==> src/rtl/parking_pkg.sv <==
`default_nettype none
// ============================================================================
//  Module      : parking_pkg
//  Description : Shared widths, FSM state type and the token rule used by both
//                the entry generator and the exit-side verifier.
//  Revision    : 1.0 - initial release
// ============================================================================
package parking_pkg;

  localparam int SPOT_W    = 3;
  localparam int NUM_SPOTS = 8;
  localparam int TOKEN_W   = 3;

  typedef enum logic [1:0] {
    IDLE   = 2'd0,
    CHECK  = 2'd1,
    OPEN   = 2'd2,
    LOCKED = 2'd3
  } state_t;

  // Expected token: spot number XOR pattern rotated right by one.
  // Both ends of the car park call this so they can never disagree.
  function automatic logic [TOKEN_W-1:0] expected_token(
    input logic [SPOT_W-1:0] park,
    input logic [2:0]        pattern
  );
    return park ^ {pattern[0], pattern[2:1]};
  endfunction

endpackage
`default_nettype wire

==> src/rtl/occupancy_map.sv <==
`default_nettype none
// ============================================================================
//  Module      : occupancy_map
//  Description : Per-spot occupied flags. A set and a clear may arrive in the
//                same cycle; the set wins so a freshly parked car is never lost.
//  Revision    : 1.0 - initial release
// ============================================================================
module occupancy_map
  import parking_pkg::*;
(
  input  logic                 clk,
  input  logic                 rst_n,
  input  logic                 i_set_valid,
  input  logic [SPOT_W-1:0]    i_set_idx,
  input  logic                 i_clr_valid,
  input  logic [SPOT_W-1:0]    i_clr_idx,
  output logic [NUM_SPOTS-1:0] o_occupancy
);

  logic [NUM_SPOTS-1:0] r_occ;
  logic [NUM_SPOTS-1:0] w_set_mask;
  logic [NUM_SPOTS-1:0] w_clr_mask;

  // Decode the set/clear requests into one-hot masks.
  always_comb begin
    w_set_mask = '0;
    w_clr_mask = '0;
    if (i_set_valid) w_set_mask[i_set_idx] = 1'b1;
    if (i_clr_valid) w_clr_mask[i_clr_idx] = 1'b1;
  end

  // Clear first, then OR in the set so a same-spot collision ends up occupied.
  always_ff @(posedge clk or negedge rst_n) begin
    if (!rst_n) begin
      r_occ <= '0;
    end else begin
      r_occ <= (r_occ & ~w_clr_mask) | w_set_mask;
    end
  end

  assign o_occupancy = r_occ;

endmodule
`default_nettype wire

==> src/rtl/token_verification.sv <==
`default_nettype none
// ============================================================================
//  Module      : token_verification
//  Description : Exit-side token checker. Validates a departing car's token
//                against the shared token rule and the occupancy map, opens
//                the gate for a timed window on success and locks the exit for
//                a timed penalty after repeated failures.
//  Revision    : 1.0 - initial release
// ============================================================================
module token_verification
  import parking_pkg::*;
#(
  parameter int OPEN_CYCLES = 16,
  parameter int MAX_FAIL    = 3,
  parameter int LOCK_CYCLES = 64
) (
  input  logic                 clk,
  input  logic                 rst_n,
  input  logic                 entry_valid,
  input  logic [SPOT_W-1:0]    entry_park_number,
  input  logic [2:0]           pattern,
  input  logic                 exit_valid,
  input  logic [SPOT_W-1:0]    exit_park_number,
  input  logic [TOKEN_W-1:0]   exit_token,
  output logic                 exit_ready,
  output logic                 gate_open,
  output logic                 grant,
  output logic                 deny,
  output logic                 locked,
  output logic [NUM_SPOTS-1:0] occupancy,
  output logic [2:0]           fail_count
);

  // The timer only ever holds (window length - 1), so log2 of the longer
  // window is enough bits.
  localparam int c_TIMER_MAX = (OPEN_CYCLES > LOCK_CYCLES) ? OPEN_CYCLES : LOCK_CYCLES;
  localparam int c_TIMER_W   = (c_TIMER_MAX > 1) ? $clog2(c_TIMER_MAX) : 1;

  localparam logic [c_TIMER_W-1:0] c_OPEN_LOAD = c_TIMER_W'(OPEN_CYCLES - 1);
  localparam logic [c_TIMER_W-1:0] c_LOCK_LOAD = c_TIMER_W'(LOCK_CYCLES - 1);
  localparam logic [2:0]           c_MAX_FAIL  = 3'(MAX_FAIL);

  state_t                 r_state;
  state_t                 w_state_next;
  logic [SPOT_W-1:0]      r_park;
  logic [TOKEN_W-1:0]     r_token;
  logic [2:0]             r_fail_count;
  logic [2:0]             w_fail_inc;
  logic [c_TIMER_W-1:0]   r_timer;
  logic                   w_timer_done;
  logic                   w_match;
  logic                   w_grant;
  logic [NUM_SPOTS-1:0]   w_occupancy;

  // The check sees the registered map, so an entry landing in the CHECK
  // cycle does not influence that decision.
  assign w_match      = (r_token == expected_token(r_park, pattern)) && w_occupancy[r_park];
  assign w_fail_inc   = (r_fail_count >= c_MAX_FAIL) ? c_MAX_FAIL : (r_fail_count + 3'd1);
  assign w_timer_done = (r_timer == '0);
  assign w_grant      = (r_state == CHECK) && w_match;

  occupancy_map u_occupancy_map (
    .clk         (clk),
    .rst_n       (rst_n),
    .i_set_valid (entry_valid),
    .i_set_idx   (entry_park_number),
    .i_clr_valid (w_grant),
    .i_clr_idx   (r_park),
    .o_occupancy (w_occupancy)
  );

  // State register.
  always_ff @(posedge clk or negedge rst_n) begin
    if (!rst_n) begin
      r_state <= IDLE;
    end else begin
      r_state <= w_state_next;
    end
  end

  // Next-state selection.
  always_comb begin
    w_state_next = r_state;
    case (r_state)
      IDLE:    if (exit_valid) w_state_next = CHECK;
      CHECK: begin
        if (w_match)                       w_state_next = OPEN;
        else if (w_fail_inc == c_MAX_FAIL) w_state_next = LOCKED;
        else                               w_state_next = IDLE;
      end
      OPEN:    if (w_timer_done) w_state_next = IDLE;
      LOCKED:  if (w_timer_done) w_state_next = IDLE;
      default: w_state_next = IDLE;
    endcase
  end

  // Moore-style status outputs plus the CHECK-cycle verdict pulses.
  always_comb begin
    exit_ready = 1'b0;
    gate_open  = 1'b0;
    locked     = 1'b0;
    grant      = 1'b0;
    deny       = 1'b0;
    case (r_state)
      IDLE:    exit_ready = 1'b1;
      CHECK: begin
        grant = w_match;
        deny  = !w_match;
      end
      OPEN:    gate_open = 1'b1;
      LOCKED:  locked    = 1'b1;
      default: exit_ready = 1'b0;
    endcase
  end

  // Request capture, failure counter and window timer.
  always_ff @(posedge clk or negedge rst_n) begin
    if (!rst_n) begin
      r_park       <= '0;
      r_token      <= '0;
      r_fail_count <= '0;
      r_timer      <= '0;
    end else begin
      case (r_state)
        IDLE: begin
          if (exit_valid) begin
            r_park  <= exit_park_number;
            r_token <= exit_token;
          end
        end
        CHECK: begin
          if (w_match) begin
            r_fail_count <= '0;
            r_timer      <= c_OPEN_LOAD;
          end else begin
            r_fail_count <= w_fail_inc;
            if (w_fail_inc == c_MAX_FAIL) r_timer <= c_LOCK_LOAD;
          end
        end
        OPEN: begin
          if (!w_timer_done) r_timer <= r_timer - c_TIMER_W'(1);
        end
        LOCKED: begin
          if (w_timer_done) r_fail_count <= '0;
          else              r_timer      <= r_timer - c_TIMER_W'(1);
        end
        default: r_timer <= '0;
      endcase
    end
  end

  assign occupancy  = w_occupancy;
  assign fail_count = r_fail_count;

endmodule
`default_nettype wire
==> config.mk <==
export PLATFORM = sky130hd
export DESIGN_NAME = token_verification
export DESIGN_NICKNAME = d
export VERILOG_FILES = /design/src/rtl/parking_pkg.sv /design/src/rtl/occupancy_map.sv /design/src/rtl/token_verification.sv
export SDC_FILE = /design/constraint.sdc
export NUM_CORES = 1
export LEC_CHECK = 0
export BUFFER_PORTS_ARGS = -buffer_cell sky130_fd_sc_hd__buf_2
export CORE_ASPECT_RATIO = 1.25
export CORE_MARGIN = 1.5
export CORE_UTILIZATION = 45
export CTS_CLUSTER_DIAMETER = 50
export DETAILED_ROUTE_END_ITERATION = 8
export PLACE_DENSITY = 0.68
export SYNTH_ARGS = -nofsm -noshare
export SYNTH_HDL_FRONTEND = slang
export SYNTH_SLANG_ARGS = --single-unit
==> constraint.sdc <==
create_clock -name clk -period 2.72 [get_ports clk]
set_input_delay 0 -clock clk [delete_from_list [all_inputs] [get_ports clk]]
set_output_delay 0 -clock clk [all_outputs]
set_load 0.1 [all_outputs]
# == Word level (Yosys, flattened, before mapping) ==
# Index checks and enable logic that the tools add are counted.
# classes
magnitude_cmp,5
n_eq_ne,10
reduce_logical,14
mux,26
bitwise,4
add_sub_neg,2
# ops
cell,count
6-bit two-way mux,3
8-bit two-way mux,2
6-bit case mux with 2 select lines,1
3-bit two-way mux,3
8-bit AND,1
3-bit by 4-bit < comparator with 1-bit output (second input constant),2
1-bit two-way mux,8
2-bit two-way mux,4
8-bit NOT,1
8-bit OR,1
1-bit demux with 3-bit select,2
3-bit by 1-bit greater-or-equal comparator with 1-bit output (second input constant),2
6-bit logical NOT,1
2-bit inequality test (second input constant),3
2-bit case mux with 3 select lines,1
3-bit case mux with 2 select lines,1
2-bit AND reduction,3
6-bit by 1-bit subtractor with 6-bit output (second input constant),1
2-bit == test (second input constant),2
1-bit logical AND,4
2-bit nonzero test,2
3-bit by 1-bit adder with 3-bit output (second input constant),1
1-bit binary-select mux with 3-bit select,1
3-bit by 2-bit == test with 1-bit output (second input constant),1
10 further kinds,10
# totals
reg_bits,25
in_bits,16
wordCells,67
output_inout_bits,16

# == Longest topological paths before layout ==
# Gate-level depths: netlist (run 1).
# logic_depth
depth_word,8
mapped_depth,7
ltp_nobuf,7

# == Hierarchy ==
# From an unflattened synthesis (run 1), not the netlist that was laid out.
# hier_totals
cells_unflattened,127
hier_area_um2,1442.6
# by_module_without_submodules
mod,seq_area_each_um2,area_each_um2,instances,cells_each
token_verification,425.4,1061.0,1,97
occupancy_map,200.2,381.6,1,30

# == Worst setup path before layout (run 1) ==
# Ideal clock, no wire load.
# synth_path
path_kind,flip-flop to flip-flop
from,"register u_occupancy_map.r_occ[6], in the netlist u_occupancy_map.o_occupancy[6]"
to,register r_state[0]
t_required_ps,2594
path_slack_ps,-632
path_buffers,0
arrival_ps,3225
period_less_slack_ps,3352
setup_ps,126
path_stages_with_launch,6
cell_sequence,dfrtp_1 and3b_1 or4_1 a222oi_1 nor2_1 a221o_1
# synth_between
elab_chain_len,5
# synth_rtl
item,line,rtl
"start, declared",occupancy_map.sv:20,logic [NUM_SPOTS-1:0] r_occ;
"start signal, assigned",occupancy_map.sv:37,r_occ <= (r_occ & ~w_clr_mask) | w_set_mask;
1-bit binary-select mux with 3-bit select,token_verification.sv:57,"assign w_match = (r_token == expected_token(r_park, pattern)) && w_occupancy[r_park];"
1-bit two-way mux (not written as such),token_verification.sv:57,
1-bit logical AND,token_verification.sv:57,
2-bit two-way mux,token_verification.sv:87,if (w_match) w_state_next = OPEN;
2-bit case mux with 3 select lines,token_verification.sv:84,case (r_state)
"end signal, assigned",token_verification.sv:77,r_state <= w_state_next;
"end, declared",token_verification.sv:43,state_t r_state;
# No other way between the ends. The select of a mux whose other input is x is not followed.
# A chain may end at the register's enable or synchronous reset.

# == Final worst setup path (run 1) ==
# layout_path
from,register r_park[1]
to,"register u_occupancy_map.r_occ[3], in the netlist u_occupancy_map.o_occupancy[3]"
# layout_between
elab_chain_len,8
elab_cells_between_ends,15
classes_between,order compare (2); eq/ne (1); mux (5); bitwise (4); reduce/logical (3)
# layout_rtl
item,line,rtl
"start, declared",token_verification.sv:45,logic [SPOT_W-1:0] r_park;
"start signal, assigned",token_verification.sv:127,r_park <= exit_park_number;
"3-bit by 4-bit < comparator with 1-bit output (not written as such), or another cell as far along",occupancy_map.sv:29,if (i_clr_valid) w_clr_mask[i_clr_idx] = 1'b1;
"1-bit logical AND (not written as such), or another cell as far along",occupancy_map.sv:29,
1-bit two-way mux (not written as such) or 1-bit logical AND (tied branches),"occupancy_map.sv:29, token_verification.sv:57",
1-bit demux with 3-bit select or 1-bit logical AND (tied branches),-,
8-bit two-way mux (*),occupancy_map.sv:29,
8-bit NOT (*),occupancy_map.sv:37,
8-bit AND (*),occupancy_map.sv:37,
8-bit OR (*),occupancy_map.sv:37,
# Mark *: on every way between the ends. The rest lies on a longest branch, timed or not. The select of a mux whose other input is x is not followed.

==> results of run 1 <==
[worst reg2reg max path: stages, from the launching register on]
cell and delay [ns]:
dfrtp_1 0.52, and3b_1 0.21, or4_1 0.40, a222oi_1 0.34, buf_4 0.19, nand3_1 0.08, o2bb2ai_1 0.16, dlygate4sd3_1 0.56
[sequential cells by signal (all words and copies together) (netlist names)]
signal,count
fail_count,3
r_token,3
u_occupancy_map.o_occupancy,8
r_park,3
r_state,2
r_timer,6
[per-stage QoR]
step | setup WS (ns) | TNS (ns) | area [µm²]
final | 0.1648 | 0 | 1807
after global routing | 0.06179 | 0 | 1807
after CTS | 0.01459 | 0 | 1798
after detailed placement | 0.2701 | 0 | 1632
after global placement | 0.3567 | 0 | 1632
after floorplan | -0.02385 | -0.02385 | 1436
[power breakdown]
part	total, µW	internal, µW	switching, µW	leakage (µW)
Sequential	722	527	195	0.000273
Clock	174	57.6	117	0.0000150
Combinational	1330	433	893	0.000482
Total	2220	1020	1200	0.000770
[cells in the mapped netlist, drive strengths merged]
library cell,count
a2111o,1
a211o,1
a21o,2
a21oi,1
a221o,1
a222oi,1
a22o,1
a2bb2oi,2
a31oi,2
and2,3
and3,1
and3b,1
buf,1
clkbuf,6
dfrtp,25
ha,4
inv,9
mux2,9
nand2,11
nand2b,6
nand3,3
nand4,3
nand4b,3
nor2,8
nor2b,3
nor3,3
nor3b,2
nor4,1
o211ai,2
o21a,2
o21ai,9
o2bb2ai,6
o31a,2
or2,2
or3,1
or4,1
xnor2,2
xor2,3
[area by class of cell]
type | count | area (µm²) | share of cell area
Clock buffer | 4 | 26.28 | 0.01454
Inverter | 9 | 33.78 | 0.01870
Timing Repair Buffer | 47 | 325.3 | 0.1801
Multi-Input combinational cell | 103 | 737.0 | 0.4079
Sequential cell | 25 | 639.4 | 0.3539
Tap cell | 36 | 45.04 | 0.02493
[worst paths after layout]
kind | start | end | slack [ns]
max | r_park[1]$_DFFE_PN0P_ | u_occupancy_map.o_occupancy[3]$_DFF_PN0_ | 0.16
min | rst_n | u_occupancy_map.o_occupancy[5]$_DFF_PN0_ | 0.17
max reg2reg | r_park[1]$_DFFE_PN0P_ | u_occupancy_map.o_occupancy[3]$_DFF_PN0_ | 0.16
min reg2reg | u_occupancy_map.o_occupancy[1]$_DFF_PN0_ | u_occupancy_map.o_occupancy[1]$_DFF_PN0_ | 0.53
max in group asynchronous | rst_n | u_occupancy_map.o_occupancy[6]$_DFF_PN0_ | 2.14
min in group clk | exit_valid | r_park[0]$_DFFE_PN0P_ | 0.19
[logic make-up (layout without fill, tap and decap cells)]
| family | count (synthesis) | count (layout) |
|---|---|---|
| xor+xnor | 5 | 5 |
| simple gates | 52 | 52 |
| flops | 25 | 25 |
| buf+inv | 16 | 60 |
| fa+ha+maj | 4 | 4 |
| compound gates | 33 | 33 |
| mux | 9 | 9 |
[timing repair]
action,CTS,global route
hold buffers,14,0
setup endpoints to repair,0,2
hold endpoints to repair,38,0
buffers inserted,0,1
gates resized for setup,0,1
[routing by layer]
| layer | vias up | global-route usage |
|---|---|---|
| met5 | - | 0 |
| li1 | 611 | - |
| met3 | 5 | 0.02045 |
| met4 | 0 | 0.09615 |
| met1 | 556 | 0.2416 |
| met2 | 25 | 0.3219 |
==> impl_metrics.py, run 1 <==
metrics = {
    "global_routing": {
        "gr-usage-all-layers": 0.1927,
        "overflow": 0,
        "grt_max_degree": 26,
        "antenna_found_initial": 0,
        "grt_pass1_vias": 1113,
        "grt_pass1_wl_um": 4947,
    },
    "critical_path": {
        "r2r_cells": 7,
        "worstPathArrival_ns": 2.79,
        "path_depth": 7,
        "critPathCaptureType": "flop",
        "path_delay_family": "buffers and inverters",
        "crit_type": "flop to flop",
        "cp_slowest_cell": "dlygate4sd3_1",
        "startpoint_type": "flop",
        "worstPathCellList": "and3b_1 > or4_1 > a222oi_1 > buf_4 > nand3_1 > o2bb2ai_1 > dlygate4sd3_1",
        "cp_num_buf_inv": 2,
        "cp_slowest_stage_delay_ns": 0.56,
        "crit_fanout": 12,
        "crit_required_ns": 2.95,
    },
    "detailed_routing": {
        "wl_met1_um": 1400,
        "avgViaCountPerCell": 5.344,
        "wl_met2_um": 1482,
        "vias": 1197,
        "drt_pass1_iterations": 4,
        "finalWirelength_um": 3033,
        "wl_per_cell_um": 13.54,
        "maxUsedRoutingLayer": "met4",
        "postRouteAntennaNets": 0,
        "drtIter0Drc": 36,
        "route.met3.wl_um": 86,
        "drc": 0,
    },
    "place": {
        "dp_cells": 205,
        "dpl.hpwl_um": 2150,
        "port_buffers": 31,
        "gp_congestion": 0.7790,
    },
    "power_and_ir_drop": {
        "power_uw": 2222,
        "power_leakage_uw": 0.0007702,
        "peakVddDrop_mv": 0.8823,
        "power.density_nw_per_um2": 1230,
    },
    "synth": {
        "synthMuxAreaShare": 0.07181,
        "postSynthCellCount": 144,
        "netlist_top_cells_area": "dfrtp_1, mux2_2, o2bb2ai_1, ha_1, o21ai_0",
        "netlist_area_um2": 1411,
        "ys_types": 40,
        "yosys_warnings": 0,
        "yosys.area.top_type_share": 0.4433,
        "synth_top_family_by_area": "simple AND/OR/NAND/NOR gates",
        "ys_seq_area_frac": 0.4433,
        "syn-num-nets": 164,
        "synthAdderAreaFrac": 0.03546,
        "synth_seq_cells": 25,
        "yosys.area.top_type": "dfrtp_1",
        "synth-simple-area-share": 0.2012,
        "synth_compound_area_frac": 0.1738,
        "synth_xor_area_frac": 0.03103,
        "synth_area_per_cell_um2": 9.801,
    },
    "floorplanning": {
        "start_util": 0.4747,
        "die_h_um": 65.62,
        "placementRows": 22,
        "fp.coreArea_um2": 2973,
        "die_x_um": 53.09,
        "die_area_um2": 3484,
        "io_pins": 32,
    },
    "final_layout": {
        "final_cell_mix": "buf_2, dfrtp_1, dlygate4sd3_1, nand2_1",
        "final.fill_count": 260,
        "final_cells": 224,
        "diodes": 0,
        "fin_nets": 209,
        "mostFrequentLayoutCell": "buf_2",
        "final_util": 0.6077,
        "drive_gt1_frac": 0.3032,
        "area_delta_synth_final_pct": 28.01,
    },
    "clock_tree": {
        "clk_pin_slew_ns": 0.14,
        "clkLatencyLatePin_ns": 0.33,
        "clock-sinks": 25,
        "h-tree-depth": 1,
        "cts_buffers": 3,
        "cts_buffer_depth": 2,
        "cts-root-buf": "clkbuf_4",
        "cts_tree": "yes",
    },
    "timing": {
        "finalSetupViolCount": 0,
        "min_period_ns": 2.555,
        "period_share": 0.9394,
        "final_hold_viol_count": 0,
        "slew_violations": 0,
        "worstMarginPinSlew_ns": 0.6242,
        "slew_headroom": 0.5830,
        "hold_slack_ns": 0.1663,
        "fmax_ghz": 0.3914,
        "rsz0062_at_grt": "false",
        "fin_skew_ns": 0.005627,
    },
    "outcome": {
        "status": "finished, final reports clean",
    },
    "worst_hold_path": {
        "hold_path.class": "primary input to asynchronous set/reset pin",
    },
    "run": {
        "max_cap_violations": 0,
    },
}
Note: power is estimated with default switching activity, not from simulation.
==> inputs of run 2 (changes only) <==
--- a/config.mk
+++ b/config.mk
@@ -5,7 +5,7 @@
 export SDC_FILE = /design/constraint.sdc
 export NUM_CORES = 1
 export LEC_CHECK = 0
-export BUFFER_PORTS_ARGS = -buffer_cell sky130_fd_sc_hd__buf_2
+export BUFFER_PORTS_ARGS = -buffer_cell sky130_fd_sc_hd__buf_4
 export CORE_ASPECT_RATIO = 1.25
 export CORE_MARGIN = 1.5
 export CORE_UTILIZATION = 45
==> run 2 against run 1 <==
- sequential power fell by 0.6%
- worst hold slack got worse by 0.061 ns
- combinational power rose by 3%
- register-to-register slack improved by 0.13 ns
- clock-buffer cell count did not move
- first-iteration DRC count fell by 44%
- global-route usage barely moved
- highest routed layer unchanged
- worst setup slack got worse by 0.018 ns
- largest cell class unchanged
- sequential share of layout area fell by 1.0 points
- clock power fell by 3%
==> impl_metrics.py, run 2 (synthesized netlist as in run 1, its figures left out) <==
metrics = {
    "floorplanning": {
        "die_x_um": 53.09,
        "start_util": 0.4747,
        "fp.coreArea_um2": 2973,
        "placementRows": 22,
        "die_h_um": 65.62,
        "io_pins": 32,
        "die_area_um2": 3484,
    },
    "critical_path": {
        "crit_type": "flop to output port",
        "critPathCaptureType": "output port",
        "r2r_slack_ns": 0.29,
        "r2r_end": "r_timer[1]$_DFFE_PN0P_",
        "worstPathCellList": "and3b_1 > or4_1 > a222oi_1 > buf_4 > and2_4 > buf_4",
        "cp_slowest_stage_delay_ns": 0.53,
        "path_delay_family": "simple AND/OR/NAND/NOR gates",
        "cp_slowest_cell": "dfrtp_1",
        "cp_common_cell": "buf_4",
        "cp_num_buf_inv": 2,
        "worstPathArrival_ns": 2.57,
        "r2r_cells": 6,
        "crit_fanout": 14,
        "worstReg2RegStart": "r_park[2]$_DFFE_PN0P_",
        "startpoint_type": "flop",
        "crit_required_ns": 2.72,
    },
    "detailed_routing": {
        "postRouteAntennaNets": 0,
        "finalWirelength_um": 3001,
        "wl_per_cell_um": 13.46,
        "avgViaCountPerCell": 5.498,
        "vias": 1226,
        "drt_pass1_iterations": 4,
        "wl_met1_um": 1404,
        "drtIter0Drc": 20,
        "wl_met2_um": 1469,
        "maxUsedRoutingLayer": "met4",
        "drc": 0,
        "route.met3.wl_um": 101,
    },
    "clock_tree": {
        "clock-sinks": 25,
        "clkLatencyLatePin_ns": 0.31,
        "cts_tree": "yes",
        "ctsResizeCount": 0,
        "clk_pin_slew_ns": 0.14,
        "h-tree-depth": 1,
        "cts_buffers": 3,
        "cts-root-buf": "clkbuf_4",
        "cts_buffer_depth": 2,
    },
    "timing": {
        "period_share": 0.9462,
        "worstMarginPinSlew_ns": 0.6265,
        "fin_skew_ns": 0.002373,
        "fmax_ghz": 0.3886,
        "setup_slack_ns": 0.1464,
        "finalSetupViolCount": 0,
        "min_period_ns": 2.574,
        "slew_violations": 0,
        "final_hold_viol_count": 0,
        "slew_headroom": 0.5815,
        "final.setup.tns_ns": 0,
    },
    "run": {
        "max_cap_violations": 0,
    },
    "global_routing": {
        "grt_max_degree": 26,
        "antenna_found_initial": 0,
        "grt_pass1_wl_um": 5133,
        "grt_pass1_vias": 1118,
        "overflow": 0,
        "gr-usage-all-layers": 0.1925,
    },
    "final_layout": {
        "final_cell_mix": "buf_4, dfrtp_1, dlygate4sd3_1, nand2_1",
        "diodes": 0,
        "largest_reg_flops": 8,
        "drive_gt1_frac": 0.3048,
        "area_delta_synth_final_pct": 31.47,
        "final_util": 0.6242,
        "mostFrequentLayoutCell": "buf_4",
        "fin_nets": 208,
        "final_cells": 223,
    },
    "worst_hold_path": {
        "hold_path.class": "primary input to asynchronous set/reset pin",
    },
    "place": {
        "post-place-ws_ns": 0.2729,
        "port_buffers": 31,
        "dp_cells": 206,
        "dpl.hpwl_um": 2220,
        "gp_congestion": 0.7795,
    },
    "power_and_ir_drop": {
        "seqPwrFrac": 0.318,
        "p_int_uw": 1060,
        "combPwrFrac": 0.608,
        "switching_power_uw": 1201,
        "p_sw_frac": 0.5313,
        "power_leakage_uw": 0.0007985,
        "power.density_nw_per_um2": 1219,
        "power_uw": 2261,
        "p_clk_frac": 0.075,
        "peakVddDrop_mv": 0.6943,
    },
    "outcome": {
        "status": "finished, final reports clean",
    },
}
[run 2: cell count changes in the layout (fill, tap and decap cells not counted)]
cell,before,now
buf_12,1,0
buf_2,30,0
buf_4,2,34
dfrtp_1,18,19
dfrtp_2,5,4
dlygate4sd3_1,14,12
[run 2: per-stage QoR]
step | cell area (µm²) | hold WS, ns
detailed placement | 1702 | -0.07409
finish | 1856 | 0.1054
CTS | 1848 | 0.1029
global placement | 1702 | -0.07652
global route | 1856 | 0.1322
floorplan | 1436 | -0.2956
[run 2: power groups by stage]
stage,clock [µW],sequential (µW),combinational [µW]
2_1_floorplan,0,940,852
3_5_place_dp,0,726,1360
4_1_cts,178,716,1380
5_1_grt,191,748,1490
6_report,169,718,1370
3_3_place_gp,0,713,1340
[run 2: worst max path at each step]
stage,start,endpoint,slack [ns],cells after the start
final,r_park[2]$_DFFE_PN0P_,grant,0.15,6
after global routing,r_park[2]$_DFFE_PN0P_,grant,-0.004,6
after CTS,r_park[2]$_DFFE_PN0P_,grant,0.002,6
after detailed placement,r_park[2]$_DFFE_PN0P_,r_timer[1]$_DFFE_PN0P_,0.27,5
after global placement,r_park[2]$_DFFE_PN0P_,r_timer[1]$_DFFE_PN0P_,0.35,5
after floorplan,u_occupancy_map.o_occupancy[6]$_DFF_PN0_,r_state[0]$_DFFE_PN0P_,-0.02,5
[run 2: routing by layer]
layer / vias to the layer above / global-route usage
met1: 589 / 0.2772
met5: - / 0
met4: 0 / 0.04808
li1: 607 / -
met3: 4 / 0.02045
met2: 26 / 0.3063
[run 2: cell type report]
type                       instances  area [µm²]
fill                             267        1117
multi-input combinational        103       737.0
sequential                        25       638.1
timing repair buffer              46       375.4
tap                               36       45.04
inverter                           9       33.78
clock buffer                       4       26.28
[run 2: repair_timing]
| item | CTS | global route |
|---|---|---|
| hold endpoints to repair | 39 | 0 |
| buffers inserted | 0 | 1 |
| pin swaps | 1 | 1 |
| endpoints found under the setup margin | 1 | 1 |
| hold buffers | 12 | 0 |
==> inputs of run 3 (changes only) <==
--- a/config.mk
+++ b/config.mk
@@ -5,13 +5,11 @@
 export SDC_FILE = /design/constraint.sdc
 export NUM_CORES = 1
 export LEC_CHECK = 0
-export BUFFER_PORTS_ARGS = -buffer_cell sky130_fd_sc_hd__buf_4
-export CORE_ASPECT_RATIO = 1.25
 export CORE_MARGIN = 1.5
 export CORE_UTILIZATION = 45
 export CTS_CLUSTER_DIAMETER = 50
 export DETAILED_ROUTE_END_ITERATION = 8
-export PLACE_DENSITY = 0.68
+export DONT_BUFFER_PORTS = 1
 export SYNTH_ARGS = -nofsm -noshare
 export SYNTH_HDL_FRONTEND = slang
 export SYNTH_SLANG_ARGS = --single-unit
==> run 3 against run 2 <==
- utilization is 4.4 points lower
- sequential share of layout area increased by 2.0 points
- routed wire length is 4.9% higher
- first-iteration DRC count grew 130%
- power decreased by 0.84%
- global-route usage rose by 0.34 points
- cell area shrank 5.4%
- largest power group unchanged
- clock-buffer cell count is the same
- combinational power barely moved
- register-to-register slack got worse by 0.09 ns
- worst hold slack lost 0.098 ns
- critical endpoint is now r_timer[1]$_DFFE_PN0P_
- largest cell class unchanged
- worst setup slack better by 0.056 ns
==> impl_metrics.py, run 3 (synthesized netlist as in run 1, its figures left out) <==
metrics = {
    "timing": {
        "fmax_ghz": 0.3973,
        "min_period_ns": 2.517,
        "slew_violations": 0,
        "slew_headroom": 0.3684,
        "fin_skew_ns": 0.01269,
        "finalSetupViolCount": 0,
        "period_share": 0.9254,
        "final.setup.tns_ns": 0,
        "rsz0062_at_grt": "false",
        "final_hold_viol_count": 0,
        "hold_slack_ns": 0.007503,
        "worstMarginPinSlew_ns": 0.9541,
    },
    "clock_tree": {
        "clock-sinks": 25,
        "ctsResizeCount": 0,
        "cts_buffer_depth": 2,
        "clkLatencyLatePin_ns": 0.32,
        "clk_pin_slew_ns": 0.15,
        "cts_tree": "yes",
        "cts_buffers": 3,
        "cts_setup_buffers": 0,
        "cts-root-buf": "clkbuf_4",
        "ctsHoldBuffers": 14,
        "h-tree-depth": 1,
    },
    "final_layout": {
        "mostFrequentLayoutCell": "dfrtp_1",
        "seq_area_um2": 638.1,
        "final_cell_mix": "dfrtp_1, buf_4, dlygate4sd3_1, nand2_1",
        "diodes": 0,
        "drive_gt1_frac": 0.2353,
        "largest_reg_flops": 8,
        "fin_nets": 191,
        "final.fill_count": 278,
        "multi_input_area_um2": 739.5,
        "area_delta_synth_final_pct": 24.38,
    },
    "critical_path": {
        "crit_type": "flop to flop",
        "worstPathArrival_ns": 2.73,
        "cp_slowest_stage_delay_ns": 0.59,
        "cp_num_buf_inv": 1,
        "startpoint_type": "flop",
        "cp_slowest_cell": "dfrtp_1",
        "crit_fanout": 15,
        "path_delay_family": "compound AO/OA/AOI/OAI gates",
        "worstPathCellList": "nor3_1 > or4_1 > a222oi_1 > buf_4 > o31a_2 > mux2_1",
        "critPathCaptureType": "flop",
        "crit_required_ns": 2.94,
    },
    "floorplanning": {
        "io_pins": 32,
        "die_x_um": 59.01,
        "fp.coreArea_um2": 3028,
        "start_util": 0.4661,
        "die_area_um2": 3482,
        "die_h_um": 59.01,
        "placementRows": 20,
    },
    "worst_hold_path": {
        "hold_path.class": "primary input to flop",
    },
    "global_routing": {
        "antenna_found_initial": 0,
        "gr-usage-all-layers": 0.1960,
        "overflow": 0,
        "grt_pass1_vias": 1125,
        "grt_pass1_wl_um": 5250,
        "grt_max_degree": 26,
    },
    "detailed_routing": {
        "maxUsedRoutingLayer": "met4",
        "postRouteAntennaNets": 0,
        "route.met3.wl_um": 169,
        "wl_met2_um": 1412,
        "drt_pass1_iterations": 4,
        "wl_per_cell_um": 14.71,
        "wl_met1_um": 1546,
        "drtIter0Drc": 46,
        "vias": 1169,
        "drc": 0,
        "avgViaCountPerCell": 5.463,
        "finalWirelength_um": 3148,
    },
    "power_and_ir_drop": {
        "power_uw": 2242,
        "peakVddDrop_mv": 0.4644,
        "power_leakage_uw": 0.0007189,
        "power.density_nw_per_um2": 1277,
    },
    "place": {
        "gp_congestion": 0.8511,
        "port_buffers": 0,
        "dpl.hpwl_um": 2301,
    },
    "outcome": {
        "status": "finished, final reports clean",
    },
    "run": {
        "max_cap_violations": 0,
    },
}
==> run 3: power by group <==
group	switching [µW]	leakage, µW	internal, µW
Combinational	913	0.000430	447
Clock	119	0.0000150	57.4
Sequential	181	0.000274	525
==> run 3: worst paths after layout <==
kind                                        start                                       end  slack, ns  cells after the start
max                         r_park[2]$_DFFE_PN0P_                    r_timer[1]$_DFFE_PN0P_       0.20                      6
min                          entry_park_number[0]  u_occupancy_map.o_occupancy[0]$_DFF_PN0_      0.008                      3
max reg2reg                 r_park[2]$_DFFE_PN0P_                    r_timer[1]$_DFFE_PN0P_       0.20                      6
min reg2reg                r_timer[1]$_DFFE_PN0P_                    r_timer[1]$_DFFE_PN0P_       0.53                      1
max in group asynchronous                   rst_n  u_occupancy_map.o_occupancy[1]$_DFF_PN0_       2.47                      2
min in group asynchronous                   rst_n  u_occupancy_map.o_occupancy[2]$_DFF_PN0_       0.08                      2
==> run 3: layout make-up <==
| type | instances | area share |
|---|---|---|
| Clock buffer | 4 | 0.01497 |
| Tap cell | 44 | 0.03136 |
| Sequential cell | 25 | 0.3635 |
| Multi-Input combinational cell | 103 | 0.4212 |
| Inverter | 9 | 0.01924 |
| Timing Repair Buffer | 29 | 0.1497 |
==> run 3: layer usage <==
layer | GRT usage | up-vias
li1 | - | 564
met1 | 0.2909 | 569
met2 | 0.2952 | 34
met3 | 0.04148 | 2
met4 | 0.04221 | 0
met5 | 0 | -
==> run 3: worst min-delay path, cell delays in order <==
cell and delay (ns):
nand2b_1 0.11, nor3_1 0.06, a21o_1 0.15
==> run 3: through the flow <==
step | setup WS, ns | cells | util | area [µm²]
after global routing | 0.04045 | 214 | 0.5798 | 1755
after floorplan | -0.02385 | 144 | - | 1436
after detailed placement | 0.2527 | 196 | 0.5215 | 1579
after CTS | 0.2055 | 214 | 0.5798 | 1755
after global placement | 0.3350 | 196 | 0.5215 | 1579
final | 0.2029 | 214 | 0.5798 | 1755
